### config.mk
export PLATFORM = sky130hd
export DESIGN_NAME = mem_stage
export DESIGN_NICKNAME = d
export VERILOG_FILES = /design/src/rtl/mem_stage_pkg.sv /design/src/rtl/mem_stage_load_align.sv /design/src/rtl/mem_stage.sv
export SDC_FILE = /design/constraint.sdc
export NUM_CORES = 1
export LEC_CHECK = 0
export CAP_MARGIN = 20
export CORE_MARGIN = 5
export CORE_UTILIZATION = 30
export CTS_CLUSTER_DIAMETER = 40
export DETAILED_ROUTE_END_ITERATION = 6
export PLACE_DENSITY = 0.79
export SYNTH_ARGS = -nofsm -noshare
export SYNTH_HDL_FRONTEND = slang
export SYNTH_HIERARCHICAL = 1
export SYNTH_SLANG_ARGS = --single-unit
### constraint.sdc
create_clock -name clk -period 2 [get_ports clk]
set_input_delay 0.2 -clock clk [delete_from_list [all_inputs] [get_ports clk]]
set_output_delay 0.2 -clock clk [all_outputs]
set_load 0.005 [all_outputs]
### src/rtl/mem_stage_pkg.sv
// Shared definitions for the memory-access stage: funct3 access encodings,
// FSM state codes and the low-address masking helper.
package mem_stage_pkg;

  localparam logic [2:0] F3_LB  = 3'b000;
  localparam logic [2:0] F3_LH  = 3'b001;
  localparam logic [2:0] F3_LW  = 3'b010;
  localparam logic [2:0] F3_LBU = 3'b100;
  localparam logic [2:0] F3_LHU = 3'b101;
  localparam logic [2:0] F3_SB  = 3'b000;
  localparam logic [2:0] F3_SH  = 3'b001;
  localparam logic [2:0] F3_SW  = 3'b010;

  typedef enum logic [1:0] {
    ST_IDLE = 2'd0,
    ST_REQ  = 2'd1,
    ST_WAIT = 2'd2
  } state_t;

  // Halfwords keep only off[1]; words ignore the offset entirely.
  function automatic logic [1:0] eff_off(input logic [2:0] f3, input logic [1:0] off);
    case (f3[1:0])
      2'b00:   return off;
      2'b01:   return {off[1], 1'b0};
      default: return 2'b00;
    endcase
  endfunction

endpackage

### src/rtl/mem_stage_load_align.sv
// Load extraction: selects the byte/half addressed by off from a read word
// and sign- or zero-extends it according to funct3.
module load_align
  import mem_stage_pkg::*;
(
  input  logic [31:0] rdata,
  input  logic [1:0]  off,
  input  logic [2:0]  funct3,
  output logic [31:0] data
);

  logic [7:0]  b;
  logic [15:0] h;

  always_comb begin
    b = '0;
    case (off)
      2'd0: b = rdata[7:0];
      2'd1: b = rdata[15:8];
      2'd2: b = rdata[23:16];
      2'd3: b = rdata[31:24];
      default: b = '0;
    endcase
    h = off[1] ? rdata[31:16] : rdata[15:0];
  end

  always_comb begin
    data = rdata;
    case (funct3)
      F3_LB:   data = {{24{b[7]}}, b};
      F3_LH:   data = {{16{h[15]}}, h};
      F3_LBU:  data = {24'd0, b};
      F3_LHU:  data = {16'd0, h};
      default: data = rdata;
    endcase
  end

endmodule

### src/rtl/mem_stage.sv
// Memory-access stage: req/gnt/rvalid data-bus FSM, store lane alignment,
// load extraction and the MEM/WB register. Optional misaligned-access trap
// is enabled by defining MEM_MISALIGN_TRAP_EN.
module mem_stage
  import mem_stage_pkg::*;
#(
  parameter int XLEN        = 32,
  parameter int STALL_CNT_W = 16
) (
  input  logic                   clk,
  input  logic                   rst_n,
  input  logic                   valid_i,
  input  logic                   MemRead_i,
  input  logic                   MemWrite_i,
  input  logic [2:0]             funct3_i,
  input  logic [XLEN-1:0]        result_i,
  input  logic [XLEN-1:0]        store_data_i,
  input  logic                   RegWrite_i,
  input  logic [4:0]             Rd_i,
  output logic                   dmem_req_o,
  output logic                   dmem_we_o,
  output logic [3:0]             dmem_be_o,
  output logic [XLEN-1:0]        dmem_addr_o,
  output logic [XLEN-1:0]        dmem_wdata_o,
  input  logic                   dmem_gnt_i,
  input  logic                   dmem_rvalid_i,
  input  logic [XLEN-1:0]        dmem_rdata_i,
  output logic                   mem_stall_o,
  output logic [XLEN-1:0]        load_or_result_o,
  output logic [4:0]             Rd_o,
  output logic                   RegWrite_o,
  output logic                   misalign_o,
  output logic [STALL_CNT_W-1:0] stall_cycles_o
);

  state_t           state, state_nx;
  logic [1:0]       off, off_eff;
  logic             misaligned, mem_op, is_store, complete;
  logic [XLEN-1:0]  load_data;

  assign off     = result_i[1:0];
  assign off_eff = eff_off(funct3_i, off);

`ifdef MEM_MISALIGN_TRAP_EN
  assign misaligned = ((funct3_i[1:0] == 2'b01) && off[0]) ||
                      ((funct3_i[1:0] == 2'b10) && (off != 2'b00));
`else
  assign misaligned = 1'b0;
`endif

  assign mem_op   = valid_i & (MemRead_i | MemWrite_i) & ~misaligned;
  assign is_store = MemWrite_i;

  always_ff @(posedge clk) begin
    if (!rst_n) state <= ST_IDLE;
    else        state <= state_nx;
  end

  always_comb begin
    state_nx = state;
    case (state)
      ST_IDLE: if (mem_op) begin
        if (dmem_gnt_i) state_nx = is_store ? ST_IDLE : ST_WAIT;
        else            state_nx = ST_REQ;
      end
      ST_REQ:  if (dmem_gnt_i) state_nx = is_store ? ST_IDLE : ST_WAIT;
      ST_WAIT: if (dmem_rvalid_i) state_nx = ST_IDLE;
      default: state_nx = ST_IDLE;
    endcase
  end

  always_comb begin
    dmem_req_o  = ((state == ST_IDLE) & mem_op) | (state == ST_REQ);
    complete    = (dmem_req_o & dmem_gnt_i & is_store) |
                  ((state == ST_WAIT) & dmem_rvalid_i);
    mem_stall_o = (mem_op | (state != ST_IDLE)) & ~complete;
  end

  assign dmem_we_o   = is_store;
  assign dmem_addr_o = {result_i[XLEN-1:2], 2'b00};

  always_comb begin
    dmem_be_o    = 4'b1111;
    dmem_wdata_o = store_data_i;
    case (funct3_i[1:0])
      2'b00: begin
        dmem_be_o    = 4'b0001 << off_eff;
        dmem_wdata_o = {4{store_data_i[7:0]}};
      end
      2'b01: begin
        dmem_be_o    = 4'b0011 << off_eff;
        dmem_wdata_o = {2{store_data_i[15:0]}};
      end
      default: begin
        dmem_be_o    = 4'b1111;
        dmem_wdata_o = store_data_i;
      end
    endcase
  end

  load_align u_load_align (
    .rdata  (dmem_rdata_i),
    .off    (off_eff),
    .funct3 (funct3_i),
    .data   (load_data)
  );

  // MEM/WB holds while stalled; a load only reaches here in its rvalid cycle.
  always_ff @(posedge clk) begin
    if (!rst_n) begin
      load_or_result_o <= '0;
      Rd_o             <= '0;
      RegWrite_o       <= 1'b0;
    end else if (!mem_stall_o) begin
      load_or_result_o <= (valid_i & MemRead_i & ~MemWrite_i & ~misaligned) ? load_data : result_i;
      Rd_o             <= Rd_i;
      RegWrite_o       <= valid_i & RegWrite_i & (Rd_i != 5'd0) & ~MemWrite_i & ~misaligned;
    end
  end

  always_ff @(posedge clk) begin
    if (!rst_n)                                   stall_cycles_o <= '0;
    else if (mem_stall_o && (stall_cycles_o != '1)) stall_cycles_o <= stall_cycles_o + 1'b1;
  end

`ifdef MEM_MISALIGN_TRAP_EN
  logic misalign_q;
  always_ff @(posedge clk) begin
    if (!rst_n) misalign_q <= 1'b0;
    else        misalign_q <= valid_i & (MemRead_i | MemWrite_i) & misaligned;
  end
  assign misalign_o = misalign_q;
`else
  assign misalign_o = 1'b0;
`endif

endmodule

## After elaboration in Yosys (flattened, before gate mapping)

Cells that the tools add are included.

- Add/subtract/negate cells: 1
- Multiply operators: 0
- Div/mod/pow operators: 0
- Magnitude comparators: 0
- Eq/ne operators: 13
- Shifts and indexed selects: 2
- Multiplexer cells: 13
- Bitwise gates (word level): 17
- Reduce and logical (&&, ||, !) cells: 8

Operator list:

| cell | count |
|---|---|
| $pmux 32 s4 | 1 |
| $pmux 32 s2 | 1 |
| $mux 32 | 1 |
| $pmux 8 s4 | 1 |
| $add 16x1->16 const B | 1 |
| $mux 16 | 1 |
| $ne 16x16->1 const B | 1 |
| $and 1x1->1 | 11 |
| $mux 2 | 5 |
| $pmux 4 s2 | 1 |
| $eq 2x1->1 const B | 3 |
| $eq 2x2->1 const B | 3 |
| $eq 3x3->1 const B | 2 |
| $logic_not 2->1 | 3 |
| $ne 2x2->1 const B | 3 |
| $pmux 2 s3 | 1 |
| $reduce_bool 5->1 | 1 |
| $or 1x1->1 | 4 |
| $pmux 2 s2 | 1 |
| $shl 1x2->4 const A | 1 |
| $shl 2x2->4 const A | 1 |
| $eq 3x1->1 const B | 1 |
| $logic_not 3->1 | 1 |
| $reduce_and 3->1 | 1 |
| other kinds (3) | 4 |

- Register bits: 56
- Latch bits: 0
- RAM bits: 0
- Memory bits (read-only): 0
- Output and inout bits: 126
- Logic and storage cells: 59
- Memories kept: 0

## Depth between registers and ports, before layout

Gate-level depths: netlist of run 1.

- Word-level depth: 10
- Mapped depth: 10
- Mapped depth without buffers: 8

## Cells and area by module

The synthesis of run 1 kept the hierarchy.

By module, submodules not included:

| module | times used | cells an instance | area each (um^2) | sequential area each (um^2) |
|---|---|---|---|---|
| mem_stage | 1 | 415 | 3,585.9 | 1,121.1 |
| load_align | 1 | 110 | 649.4 | 0.0 |

## Worst setup path before layout of run 1

Ideal clock, no wire load.

- Kind: in2reg
- Start: input port funct3_i[1]
- End: register load_or_result_o[15]
- Setup time: 0.147 ns
- Arrival: 2.069 ns
- Required time: 1.853 ns
- Setup slack: -0.216 ns
- Stages: 10
- Cells stage by stage: clkbuf_1 > nor2b_1 > mux4_2 > nand3b_4 > o41a_2 > buf_6 > buf_6 > nand2_1 > nand3_1 > a311oi_2

- Longest elaborated chain between the ends: 6
- Elaborated cells on any way between the ends: 15

RTL lines:

| item | line | source |
|---|---|---|
| start, declared | mem_stage.sv:15 | `input logic [2:0] funct3_i,` |
| $eq 2x1->1 or $logic_not 2->1 (tied branches) | mem_stage_pkg.sv:22 | `case (f3[1:0])` |
| $pmux 2 s2 (*) | mem_stage_pkg.sv:22 |  |
| named net off_eff[1] | mem_stage.sv:37 | `logic [1:0] off, off_eff;` |
| $eq 2x2->1 (tied with other cells) | mem_stage_load_align.sv:17 | `case (off)` |
| $pmux 8 s4 | mem_stage_load_align.sv:17 |  |
| $pmux 32 s4 (*) | mem_stage_load_align.sv:29 | `case (funct3)` |
| named net load_data[15] | mem_stage.sv:39 | `logic [XLEN-1:0] load_data;` |
| $mux 32 (*) | mem_stage.sv:115 | `load_or_result_o <= (valid_i & MemRead_i & ~MemWrite_i & ~misaligned) ? load_data : result_i;` |
| end signal, assigned | mem_stage.sv:115 |  |
| end, declared | mem_stage.sv:29 | `output logic [XLEN-1:0] load_or_result_o,` |

The timed path passes the listed nets; every way through them passes the cells marked *.
A chain may end at the register's enable or synchronous reset.

## Worst setup path after layout of run 1

- Start: input port funct3_i[0]
- End: output port dmem_wdata_o[28]

- Longest elaborated chain between the ends: 2
- Elaborated cells on any way between the ends: 3

RTL lines:

| item | line | source |
|---|---|---|
| $eq 2x1->1 or $logic_not 2->1 (tied branches) | mem_stage.sv:85 | `case (funct3_i[1:0])` |
| $pmux 32 s2 (*) | mem_stage.sv:85 |  |
| end, declared | mem_stage.sv:24 | `output logic [XLEN-1:0] dmem_wdata_o,` |

Mark *: on every way between the ends. The rest lies on a longest branch, timed or not.

==> results list, run 1 <==
* Routability congestion estimate from global placement: 0.913
- Hold violation count in the final report: 0
- Flops & latches, synth: 56
- The core region is 13900 um^2.
- Count of cell types in the netlist: 54
- For this run the aggregate overflow at the end of global routing stands at 0.
- Wire segments on met2 add up to 8030 um in the final route.
* Synth warn: 6
- Pin slew with the least headroom to its limit: 0.515 ns
- Counting the buffers created by CTS gives 5.
- At the worst endpoint, the arrival time is 1.74 ns.
* Worst hold path type: reg -> reg
* Post-layout power: 3.63 mW
* Min cycle time layout: 1.94 ns
* R2R depth: 5
- Count of flip-flops with a built-in enable after synthesis: 0
- The highest metal layer carrying signal wires in the routed design is met4.
* Pin count of the biggest net entering global routing: 51
- Layout Nets: 850
* Sum of met3 wire segment lengths after detailed routing: 1460 um
- Switching part of the total: 29.2%
- In this run the worst path has a maximum fanout of 6.
- The finished layout holds 918 standard cells, fillers aside.
- Across the run, the number of max-cap violations was 0.
- The post-route netlist has 18.3% of its cells at a drive strength greater than 1.
* Final-report max-slew violation count: 0
- Longest Clk Path Bufs: 2
- LEAKAGE: 2.70 nW
- Number of design-rule violations left by the first detailed-router iteration: 331
- TritonCTS built the clock tree.
- Clock network power share: 28.8%
- Vias in the first global route: 4729
- Worst setup slack for register-to-register paths: 0.22 ns
* Count of unresolved DRC violations after routing: 0
- The endpoint identified for the worst register-to-register timing path is stall_cycles_o[8]$_SDFFE_PN0P_.
- Combinational fraction of design power: 36.9%
* Setup repair after global routing missed its margin: true
- Worst Setup EP: dmem_wdata_o[28]
- For this design, the sink count on the clock tree is 56.
- WP data required: 1.80 ns
- The most numerous cell type found on the critical path is sky130_fd_sc_hd__clkdlybuf4s50_1.
- Fraction of registers with async set or reset after synthesis: 0%
- Placed wire-length estimate: 13000 um
- Count of cell instances traversed by the critical path: 5
* Die width: 129 um
- The critical path is of the in -> out type.
* Initial antenna violation count: 0
* Number of buffers and inverters on the critical path: 3
* Global-route usage over all layers: 18.5%
* IR Drop Worst-Case VDD: 0.374 mV
- Post-synthesis to final-layout area growth: 63.4%
* M1 wire length: 6570 um
- Per report_power, the sequential group accounts for 34.3% of the total.
* Synthesized area divided by synthesized cell count: 8.07 um^2
* Worst Setup Start Kind: input port
* Vias after detailed routing: 4770
* Number of port buffers: 234
- Std cell rows: 43
- Sequential fraction of the synthesis area: 26.5%
* Clock transition at the registers of the reported paths: 0.08 ns
- Highest-count cells in the layout ignoring fill and taps: 230 x sky130_fd_sc_hd__clkdlybuf4s50_1, 106 x sky130_fd_sc_hd__nand2_1, 56 x sky130_fd_sc_hd__dfxtp_1
* Gate count of the mapped netlist: 525
- Antenna diodes: 0
- After clock tree synthesis, the flow added hold-fix buffers numbering 0.
- Share of the clock period used by the worst path: 97.0%
- Summed over all nets, the switching power comes to 1.06 mW.
- H-tree lvl count: 2
- CTS placed an instance of sky130_fd_sc_hd__clkbuf_16 at the clock tree root.
- Pint: 2.57 mW
- The initial utilization of the core area, before any placement, comes to 30.5%.
* Worst slew margin relative to its limit: 65.6%
* CP max-delay cell: sky130_fd_sc_hd__clkdlybuf4s50_1
* Worst hold slack across all endpoints: 0.457 ns
- Storage element area: 1120 um^2
- Top_reg_cell synth: sky130_fd_sc_hd__dfxtp_1
* Critical Path Sink Type: output port
- Worst Setup SP: funct3_i[0]
* Result of the run: finished clean
- The first detailed-routing pass took 5 iterations.
- Gate family responsible for the most delay along the worst path: buffers and inverters
* Remaining number of nets flagged by the antenna check after routing: 0
- After detailed routing, the average wire length per cell comes to 18.0 um.
- Dividing the detail-routed via count by the number of cells gives 5.20.
* Number of fill cells in the layout: 1326
* Startpoint of the worst-slack reg-to-reg timing path: stall_cycles_o[4]$_SDFFE_PN0P_
- The first global-routing pass estimated 24800 um of wire.
* Clock latency at the later pin of the worst-skew pair: 0.30 ns
* IO Pins: 238
- Multi-input combinational cell area: 2620 um^2
* Cell-by-cell listing of the critical path: clkdlybuf4s50_1, buf_4, mux2i_1, o21ai_0, clkdlybuf4s50_1
* Vertical die dimension: 129 um
- Number of cells after detailed placement: 907
- Power spread over the standard cell area amounts to 524 nW/um^2.
- The die covers 16600 um^2.
- The routed design has 16500 um of wire.
- Static timing analysis puts the maximum clock frequency at 516 MHz.
- Leaving out fill and tap cells, the most frequent cell in the layout is sky130_fd_sc_hd__clkdlybuf4s50_1.
- The largest single stage delay on the critical path is 0.52 ns.
* Synth Cell Area: 4240 um^2
- Final-report setup violation count: 0
* Largest clock skew in the final design: 0.00621 ns
worst min path at each step:
stage / startpoint / to / slack [ns] / depth (start not counted)
floorplan: dmem_gnt_i / state[0]$_SDFFE_PN0P_ / 0.28 / 1
global placement: Rd_o[4]$_SDFFE_PN0N_ / Rd_o[4]$_SDFFE_PN0N_ / 0.44 / 2
detailed placement: RegWrite_o$_SDFFE_PN0N_ / RegWrite_o$_SDFFE_PN0N_ / 0.45 / 2
CTS: RegWrite_o$_SDFFE_PN0N_ / RegWrite_o$_SDFFE_PN0N_ / 0.46 / 2
global route: Rd_o[2]$_SDFFE_PN0N_ / Rd_o[2]$_SDFFE_PN0N_ / 0.47 / 2
finish: RegWrite_o$_SDFFE_PN0N_ / RegWrite_o$_SDFFE_PN0N_ / 0.46 / 2
cell type report:
| class | count | share of cell area [%] |
|---|---|---|
| tap | 180 | 3.25 |
| clock inverter | 3 | 0.669 |
| inverter | 7 | 0.380 |
| sequential | 56 | 16.2 |
| timing repair buffer | 283 | 39.9 |
| clock buffer | 5 | 1.81 |
| multi-input combinational | 384 | 37.8 |
per-layer routing:
layer | global-route usage [%] | up-vias
li1 | - | 2289
met1 | 22.5 | 2193
met2 | 32.0 | 258
met3 | 4.94 | 30
met4 | 5.81 | 0
met5 | 0 | -
cells in the mapped netlist, types with 6 or more instances:
| cell type | n | share of area (%) |
|---|---|---|
| sky130_fd_sc_hd__a22o_1 | 7 | 1.4 |
| sky130_fd_sc_hd__a22oi_1 | 13 | 2.3 |
| sky130_fd_sc_hd__nand2_1 | 106 | 9.4 |
| sky130_fd_sc_hd__clkbuf_1 | 26 | 2.3 |
| sky130_fd_sc_hd__dfxtp_1 | 56 | 26 |
| sky130_fd_sc_hd__mux2_2 | 23 | 6.1 |
| sky130_fd_sc_hd__buf_6 | 10 | 2.7 |
| sky130_fd_sc_hd__nand3_1 | 39 | 4.6 |
| sky130_fd_sc_hd__o21ai_0 | 19 | 2.2 |
| sky130_fd_sc_hd__mux2i_1 | 12 | 2.8 |
| sky130_fd_sc_hd__or4_1 | 6 | 1.1 |
| sky130_fd_sc_hd__a311oi_2 | 33 | 12 |
| sky130_fd_sc_hd__a21oi_1 | 12 | 1.4 |
| sky130_fd_sc_hd__buf_4 | 43 | 7.6 |
| sky130_fd_sc_hd__nor2_1 | 48 | 4.3 |
per-stage QoR:
| step | TNS [ns] | cell area [um^2] | util, % | setup WS, ns |
|---|---|---|---|---|
| after global routing | -0.0456 | 6920 | 49.8 | -0.0134 |
| after floorplan | 0 | 4250 | - | 0.0160 |
| after global placement | -8.15 | 6670 | 48.0 | -0.329 |
| after CTS | -0.0191 | 6850 | 49.3 | -0.0191 |
| after detailed placement | -9.60 | 6670 | 48.0 | -0.395 |
| final | 0 | 6920 | 49.8 | 0.0602 |
cells by family after synthesis:
| kind of cell | count (synthesis) | share of synthesized area [%] |
|---|---|---|
| other | 1 | 0.0885 |
| AND/OR/NAND/NOR | 235 | 26.3 |
| flip-flops | 56 | 26.5 |
| adder cells (fa/ha/maj) | 1 | 0.295 |
| multiplexers | 36 | 9.48 |
| buffers and inverters | 89 | 13.6 |
| XOR/XNOR | 1 | 0.207 |
| AO/OA/AOI/OAI | 106 | 23.6 |
sequential cells by signal (all words and copies together) (netlist names):
name	count
load_or_result_o	32
stall_cycles_o	16
Rd_o	5
state	2
RegWrite_o	1
worst reg2reg max path: stages, from the launching register on:
cell and delay, ns:
sky130_fd_sc_hd__dfxtp_1 0.46, sky130_fd_sc_hd__and3_1 0.31, sky130_fd_sc_hd__nand4_2 0.22, sky130_fd_sc_hd__nor2_1 0.41
sky130_fd_sc_hd__o311ai_0 0.20, sky130_fd_sc_hd__o41ai_1 0.09
power by group through the flow:
stage / sequential [mW] / clock [mW] / combinational, mW
5_1_grt: 1.26 / 1.10 / 1.44
3_3_place_gp: 1.27 / 0 / 1.30
3_5_place_dp: 1.27 / 0 / 1.32
6_report: 1.25 / 1.05 / 1.34
2_1_floorplan: 1.28 / 0 / 0.600
4_1_cts: 1.25 / 1.07 / 1.33
repair_timing:
item,4_1_cts,5_1_grt
cloned,0,2
endpoints found under the setup margin,19,35
pin swaps,1,4
buffers inserted,0,1
resized for setup,3,13
Power figures use the tool's default switching activity.
==> run 2: changes to the inputs <==
==> constraint.sdc (replaced) <==
create_clock -name clk -period 2 [get_ports clk]
set_input_delay 0.2 -clock clk [delete_from_list [all_inputs] [get_ports clk]]
set_output_delay 0.2 -clock clk [all_outputs]
set_load 0.01 [all_outputs]
==> results list, run 2 (synthesized netlist as in run 1, its figures left out) <==
* Vertical die dimension: 129 um
* Std cell rows: 43
- The first routing iteration left 358 violations.
- For this run, the post-layout net count is 846.
- Gr ovfl total: 0
- Antenna diodes: 0
* Pin slew with the least headroom to its limit: 0.573 ns
- Pin count of the biggest net entering global routing: 43
* Hold violation count in the final report: 0
- After clock tree synthesis, the setup repair step added 0 buffers.
- The H-tree was split into 2 levels.
* Share of the clock period used by the worst path: 97.6%
- In the routed design, unresolved DRC markers number 0.
- Highest-count cells in the layout ignoring fill and taps: 227 x sky130_fd_sc_hd__clkdlybuf4s50_1, 106 x sky130_fd_sc_hd__nand2_1, 56 x sky130_fd_sc_hd__dfxtp_1
- Dividing the detail-routed via count by the number of cells gives 5.13.
- Effective utilization at floorplan: 30.5%
- The register with the most flip-flops in the final layout is load_or_result_o.
* Total of hold buffers inserted after clock tree synthesis: 0
- Power share of the sequential group: 34.9%
- The register with the most flip-flops in the layout has 32 of them.
* Clock latency at the later pin of the worst-skew pair: 0.30 ns
* Longest Clk Path Bufs: 2
* Clock network power share: 26.1%
* Post-route insts no fill: 914
- The first TritonRoute pass finished after 5 iterations.
- The worst hold path belongs to the class reg -> reg.
* WS Path Type: in -> reg
* Leading cell type in the layout, fill and taps excluded: sky130_fd_sc_hd__clkdlybuf4s50_1
* Global-route usage over all layers: 18.7%
* Layout cell share with drive strength beyond 1: 17.7%
- The first global-routing pass estimated 25000 um of wire.
- Worst hold slack across all endpoints: 0.460 ns
- The die is 129 um wide.
- Utilization of the core after routing: 49.4%
- LEAKAGE: 2.69 nW
* Setup repair after global routing missed its margin: true
- The worst setup path is captured at a register.
* Final-report setup violation count: 0
- Min cycle time layout: 1.95 ns
- In this run the standard cell core region covers 13900 um^2.
* Num Clock Sinks: 56
- Cell internal power was estimated by the tool at 2.47 mW.
- Combinational fraction of design power: 39.0%
- Die Footprint: 16600 um^2
- Achievable clock frequency: 512 MHz
- Relative to the synthesized area, the layout overhead comes to 62.0%.
- Maxcap violations: 0
* Clock transition at the registers of the reported paths: 0.08 ns
- Data on the critical path arrives at its endpoint at 2.12 ns.
- Routability congestion estimate from global placement: 0.927
* Vias after detailed routing: 4685
* Remaining number of nets flagged by the antenna check after routing: 0
- During placement, the flow inserted port buffers numbering 234.
- Post-Route WL: 16200 um
* TritonCTS buffer count: 5
* Clock tree from TritonCTS: yes
* IR Drop Worst-Case VDD: 0.362 mV
- The number of global-route vias before repair is 4697.
- IO Pins: 238
* Placed wire-length estimate: 13200 um
- Crit-path max FO: 17
- In this run switching power makes up 30.8% of total power.
- Number of cells after detailed placement: 906
- Clock root buffer: sky130_fd_sc_hd__clkbuf_16
- Initial antenna violation count: 0
- Summed over all nets, the switching power comes to 1.10 mW.
* Worst slew margin relative to its limit: 61.3%
- STA puts the critical path data required time at 2.17 ns.
- Final-report max-slew violation count: 0
- Largest registers in the final layout: load_or_result_o: 32 flops, stall_cycles_o: 16 flops, Rd_o: 5 flops
- Across the routed clock network, the largest skew measured is 0.00882 ns.
- Post-layout power: 3.58 mW
- For this design the ratio of total power to cell area is 521 nW/um^2.
* Result of the run: finished clean
* Wire length per cell after detailed routing: 17.7 um
- Worst Setup Start Kind: input port
## run 2: changes by cell type in the layout (fill, tap and decap cells not counted), sizes merged, moves of 2 or more
cell | before | now
clkdlybuf4s50 | 230 | 227
buf | 50 | 48
o41a | 3 | 1
dlygate4sd2 | 1 | 3
## run 2: power by group through the flow
stage	sequential, mW	combinational (mW)	clock [mW]
after floorplan	1.31	0.638	0
after global placement	1.27	1.38	0
after detailed placement	1.27	1.40	0
after CTS	1.25	1.41	0.961
after global routing	1.26	1.50	1.01
final	1.25	1.40	0.934
## run 2: timing repair
| action | in CTS | in global routing |
|---|---|---|
| pin swaps | 0 | 2 |
| setup endpoints to repair | 20 | 24 |
| resized for setup | 5 | 6 |
## run 2: critical path, stage by stage
cell                              delay [ns]
sky130_fd_sc_hd__clkdlybuf4s50_1        0.48
sky130_fd_sc_hd__nor2b_4                0.18
sky130_fd_sc_hd__mux4_2                 0.56
sky130_fd_sc_hd__nand3b_4               0.11
sky130_fd_sc_hd__o41a_4                 0.30
sky130_fd_sc_hd__nand2_1                0.08
sky130_fd_sc_hd__nand3_1                0.10
sky130_fd_sc_hd__a311oi_2               0.10
## run 2: routing by layer
layer	up-vias	global-route usage, %	wire [um]
met4	0	4.82	325
met1	2182	22.7	6460
met2	211	32.9	8090
li1	2274	-	-
met3	18	4.73	1330
met5	-	0	0
## run 2: layout make-up
cell class | instances | area, um^2
Tap cell | 180 | 225
Sequential cell | 56 | 1120
Clock buffer | 6 | 139
Inverter | 7 | 26.3
Clock inverter | 2 | 13.8
Multi-Input combinational cell | 382 | 2570
Timing Repair Buffer | 281 | 2760
Fill cell | 1344 | 7020
## run 2: path summary, 6_finish.rpt
kind	from	to	slack, ns	depth (start not counted)
worst min register to register	RegWrite_o$_SDFFE_PN0N_	RegWrite_o$_SDFFE_PN0N_	0.46	2
worst max register to register	stall_cycles_o[4]$_SDFFE_PN0P_	stall_cycles_o[10]$_SDFFE_PN0P_	0.23	5
worst max-delay path	result_i[1]	load_or_result_o[30]$_SDFFE_PN0N_	0.05	8
worst min-delay path	RegWrite_o$_SDFFE_PN0N_	RegWrite_o$_SDFFE_PN0N_	0.46	2
## run 2: metrics by stage
step,TNS (ns),worst slack (ns),cell area (um^2)
floorplan,0,0.0160,4250
global route,-0.0151,-0.00688,6860
finish,0,0.0478,6860
detailed placement,-9.05,-0.362,6690
global placement,-7.15,-0.284,6690
CTS,0,0.00506,6850
==> run 3: changes to the inputs <==
- CTS_BUF_LIST: unset -> sky130_fd_sc_hd__clkbuf_4 sky130_fd_sc_hd__clkbuf_8 sky130_fd_sc_hd__clkbuf_16
==> results of run 3 <==
No change in the layout: final DEF, timing and power equal those of run 2.
